[config.mk]
export PLATFORM = sky130hd
export DESIGN_NAME = alu_sequencer
export DESIGN_NICKNAME = d
export VERILOG_FILES = /design/src/rtl/alu_sequencer.sv
export SDC_FILE = /design/constraint.sdc
export NUM_CORES = 1
export LEC_CHECK = 0
export CORE_UTILIZATION = 35
export CTS_CLUSTER_DIAMETER = 200
export DETAILED_ROUTE_END_ITERATION = 16
export GPL_ROUTABILITY_DRIVEN = 0
export HOLD_SLACK_MARGIN = 0.05
export PLACE_DENSITY_LB_ADDON = 0.25
export SYNTH_ARGS = -nofsm -noshare
export SYNTH_HDL_FRONTEND = slang
export SYNTH_SLANG_ARGS = --single-unit
[constraint.sdc]
create_clock -name clock -period 1.7 [get_ports clock]
set_input_delay 0.255 -clock clock [delete_from_list [all_inputs] [get_ports clock]]
set_output_delay 0.255 -clock clock [all_outputs]
set_load 0.02 [all_outputs]
[src/rtl/alu_sequencer.sv]
// alu_sequencer: multi-cycle control unit that steps one ALU operation
// across the shared datapath bus. Each operation moves A into Y, then B
// through the ALU into Z, then writes ZLO back to a register. Multiply and
// divide write ZLO to LO and ZHI to HI instead. All strobes are decoded from
// registered state and latched fields, so no input reaches an output
// combinationally.
module alu_sequencer #(
  parameter int unsigned MUL_CYC   = 2,
  parameter int unsigned DIV_CYC   = 4,
  parameter int unsigned OTHER_CYC = 1
) (
  input  logic        clock,
  input  logic        clear_n,
  input  logic        start,
  input  logic [3:0]  opcode,
  input  logic [3:0]  ra_idx,
  input  logic [3:0]  rb_idx,
  input  logic [3:0]  rd_idx,
  output logic        busy,
  output logic        done,
  output logic        err,
  output logic [11:0] alu_ctrl,
  output logic [3:0]  rf_sel,
  output logic        rf_out,
  output logic        rf_in,
  output logic        y_in,
  output logic        z_in,
  output logic        zlo_out,
  output logic        zhi_out,
  output logic        lo_in,
  output logic        hi_in
);

  localparam logic [2:0] S_IDLE = 3'd0;
  localparam logic [2:0] S_RA   = 3'd1;
  localparam logic [2:0] S_RB   = 3'd2;
  localparam logic [2:0] S_LO   = 3'd3;
  localparam logic [2:0] S_HI   = 3'd4;
  localparam logic [2:0] S_DONE = 3'd5;

  localparam logic [3:0] OP_MUL = 4'd8;
  localparam logic [3:0] OP_DIV = 4'd9;
  localparam logic [3:0] OP_NEG = 4'd10;

  logic [2:0] state_q, state_d;
  logic [3:0] op_q, ra_q, rb_q, rd_q;
  logic [7:0] cnt_q, cnt_d;
  logic       accept;
  logic       is_muldiv;

  // Value loaded into the RB-phase counter: hold cycles minus one.
  function automatic logic [7:0] rb_last(input logic [3:0] op);
    case (op)
      OP_MUL:  return 8'(MUL_CYC - 1);
      OP_DIV:  return 8'(DIV_CYC - 1);
      default: return 8'(OTHER_CYC - 1);
    endcase
  endfunction

  assign accept    = (state_q == S_IDLE) && start;
  assign is_muldiv = (op_q == OP_MUL) || (op_q == OP_DIV);

  // Next-state and RB-counter control.
  always_comb begin
    // NOTE: every signal assigned here gets a default first so no path
    // leaves it unassigned, which would otherwise infer a latch.
    state_d = state_q;
    cnt_d   = cnt_q;
    case (state_q)
      S_IDLE: begin
        if (start) begin
          if (opcode < OP_NEG) begin
            state_d = S_RA;
          end else if (opcode < 4'd12) begin
            state_d = S_RB;
            cnt_d   = rb_last(opcode);
          end else begin
            state_d = S_DONE;
          end
        end
      end
      S_RA: begin
        state_d = S_RB;
        cnt_d   = rb_last(op_q);
      end
      S_RB: begin
        if (cnt_q == 8'd0) state_d = S_LO;
        else               cnt_d   = cnt_q - 8'd1;
      end
      S_LO:    state_d = is_muldiv ? S_HI : S_DONE;
      S_HI:    state_d = S_DONE;
      default: state_d = S_IDLE;
    endcase
  end

  // State, counter and the operation fields latched when start is accepted.
  always_ff @(posedge clock or negedge clear_n) begin
    if (!clear_n) begin
      state_q <= S_IDLE;
      cnt_q   <= 8'd0;
      op_q    <= 4'd0;
      ra_q    <= 4'd0;
      rb_q    <= 4'd0;
      rd_q    <= 4'd0;
    end else begin
      // NOTE: sequential state uses non-blocking assignments so every
      // register samples values from before the edge.
      state_q <= state_d;
      cnt_q   <= cnt_d;
      if (accept) begin
        op_q <= opcode;
        ra_q <= ra_idx;
        rb_q <= rb_idx;
        rd_q <= rd_idx;
      end
    end
  end

  // Bus and load strobes decoded from the registered state.
  always_comb begin
    busy     = (state_q != S_IDLE);
    done     = 1'b0;
    err      = 1'b0;
    alu_ctrl = 12'h000;
    rf_sel   = 4'd0;
    rf_out   = 1'b0;
    rf_in    = 1'b0;
    y_in     = 1'b0;
    z_in     = 1'b0;
    zlo_out  = 1'b0;
    zhi_out  = 1'b0;
    lo_in    = 1'b0;
    hi_in    = 1'b0;
    case (state_q)
      S_RA: begin
        rf_sel = ra_q;
        rf_out = 1'b1;
        y_in   = 1'b1;
      end
      S_RB: begin
        rf_sel   = rb_q;
        rf_out   = 1'b1;
        alu_ctrl = 12'h001 << op_q;
        z_in     = (cnt_q == 8'd0);
      end
      S_LO: begin
        zlo_out = 1'b1;
        if (is_muldiv) begin
          lo_in = 1'b1;
        end else begin
          rf_sel = rd_q;
          rf_in  = 1'b1;
        end
      end
      S_HI: begin
        zhi_out = 1'b1;
        hi_in   = 1'b1;
      end
      S_DONE: begin
        done = 1'b1;
        err  = (op_q >= 4'd12);
      end
      default: ;
    endcase
  end

endmodule
==> flow_summary.yaml <==
worst_setup_path:
  regToRegSetupSlack_ns: -0.26
  worst_path_max_delay_cell: "dfrtp_1"
  cp-end-kind: "output port"
  r2r-start: "state_q[1]"
  cp_data_arrival_time_ns: 1.81
  cp_cell_sequence: "or3b_4 > or3_4 > nor2_4 > buf_6"
  crit_type: "register to output port"
  slowest_delay_ns: 0.44
  reg2regPathDepth: 7
  crit_path_start_kind: "register"
  crit_family: "simple AND/OR/NAND/NOR gates"
  critPathMaxFanout: 4
  startpoint: "state_q[2]"
  r2r_end: "op_q[1]"
  crit_required_ns: 1.44
  critPathBufInv: 1
sta:
  layout_worst_path_cycle_share: 1.22
  max_slew_margin: 0.726
  rsz0062_at_grt: "true"
  finalCriticalPeriod_ns: 2.07
  finalMaxSlewViolations: 0
  setup_violations: 42
  worstMarginPinSlew_ns: 0.407
  hold_viol: 0
  max_freq_ghz: 0.483
  fin_skew_ns: 0.00340
  worst_slack_ns: -0.369
cells_and_area:
  layout.nets: 277
  final_cell_mix: "buf_4 (50), buf_6 (32), dfrtp_1 (26)"
  stdcell_area_um2: 2850
  multi_input_area_um2: 1030
  drive_gt1_frac: 0.574
  area_growth_syn_to_layout_pct: 85.2
  register_area_um2: 677
  fin_util: 0.693
  layout_commonest_cell: "buf_4"
  nFillCells: 297
  finalNonFillerCells: 306
  n_antenna_cell: 0
yosys:
  yosysUniqueCellTypes: 38
  synthMuxAreaShare: 0.132
  synth-edff-count: 0
  yosysWarnings: 0
  synthAdderAreaFrac: 0.00813
  avgSynthCellArea_um2: 10.1
  synth_xor_xnor_area_share: 0.00569
  synth_ff_type: "dfrtp_1"
  synthSimpleGateAreaFrac: 0.215
  syn_inst: 153
  yosys_register_bits: 27
  synth_nets: 173
  synth-compound-area-share: 0.143
  yosysSeqAreaShare: 0.439
  async_flop_share: 1.00
  mappedNetlistArea_um2: 1540
  synth_top_family_by_area: "simple AND/OR/NAND/NOR gates"
global_route:
  grt_max_degree: 28
  grt_pass1_wl_um: 8260
  grt_antenna_before_repair: 0
  grt_usage: 0.247
  grt_overflow: 0
  grt_pass1_vias: 1658
clocking:
  cts_tree: "done"
  cts_root_buf: "clkbuf_8"
  clk_transition_reported_paths_ns: 0.10
  clock_latency_ns: 0.28
  cts_buffers: 3
  htree_num_levels: 1
  clockBufferDepth: 2
  cts_sinks: 27
  cts_hold_buf: 0
routing:
  wl_um: 5470
  first_pass_iters: 4
  wl_per_cell_um: 17.9
  final_antenna_net_count: 0
  drcViolationCount: 0
  vias: 1617
  initialDrtViolationCount: 130
  routed_via_density: 5.28
floorplanning:
  start_util: 0.374
  core_um2: 4120
  rows: 23
  fp.dieW_um: 68.3
  fp.dieArea_um2: 4670
  dieHeight_um: 68.3
  io_pins: 46
min_path:
  hold_class: "primary input to async pin"
flow_run:
  drv_cap: 0
run_status:
  violations: "negative setup slack"
  status: "complete, but fails checks"
placement:
  placed_area_um2: 2360
  dp_hpwl_um: 3270
  portBuffers: 45
  place_inst: 278
power:
  finalPower_w: 0.00553
  power_density_nw_per_um2: 1940
  p_leak_nw: 1.31
  ir_drop_mv: 0.981
==> flip-flops by register name, indices dropped and copies added, names as in the netlist <==
register	flops
state_q	3
rb_q	4
op_q	4
cnt_q	8
ra_q	4
rd_q	4
==> area by class of cell <==
type                    instances  area share
clock inverters                 1     0.00263
multi-input cells             107       0.363
clock buffers                   3      0.0145
well taps                      50      0.0219
flip-flops and latches         27       0.237
inverters                      11      0.0145
repair buffers                107       0.346
==> layer usage <==
metal	track usage	wire length, um
met5	0	0
met2	0.453	2890
met1	0.281	2260
met4	0.0807	80
met3	0.0500	235
==> cell usage after synthesis (3+ instances only) <==
cell      count  area (um2)
nor3b_2       3        37.5
nand2b_1      5        31.3
nand3b_1      4        30.0
a31oi_1       5        31.3
dfrtp_1      27         676
nand2_1       7        26.3
nor2_1       18        67.6
nor3_1        4        20.0
o21ai_0       3        15.0
nor3b_1       3        22.5
inv_1        11        41.3
mux2_2       16         180
buf_2         4        20.0
buf_4         3        22.5
a222oi_1      4        40.0
a21oi_1       5        25.0
o31ai_1       3        22.5
==> through the flow <==
stage / TNS [ns] / hold WS, ns / worst slack, ns
floorplan: -0.727 / -0.0406 / -0.107
global placement: -6.43 / 0.491 / -0.446
detailed placement: -7.97 / 0.499 / -0.468
CTS: -7.28 / 0.347 / -0.356
global route: -11.23 / 0.369 / -0.417
finish: -9.06 / 0.334 / -0.369
==> where the power goes <==
part / switching, W / internal [W]
sequential: 0.000251 / 0.000946
clock: 0.000217 / 0.000167
combinational: 0.00183 / 0.00212
==> cells by family after synthesis <==
kind of cell               after synthesis
buffers and inverters                   19
xor gates and xnor gates                 1
DFF                                     27
adders and majority gates                1
AOI/OAI and AO/OA                       30
and+or+nand+nor                         57
muxes                                   18
==> worst max path at each step <==
stage,slack (ns),to,cells past startpoint
after floorplan,-0.11,alu_ctrl[0],4
after global placement,-0.45,alu_ctrl[0],4
after detailed placement,-0.47,alu_ctrl[0],4
after CTS,-0.36,alu_ctrl[0],4
after global routing,-0.42,alu_ctrl[4],6
final,-0.37,alu_ctrl[2],4
==> timing repair <==
action | in CTS | in global routing
buffers inserted | 18 | 8
setup endpoints to repair | 49 | 51
pin swaps | 7 | 17
gates resized for setup | 176 | 40
gates cloned | 1 | 0
Power figures use the tool's default switching activity.
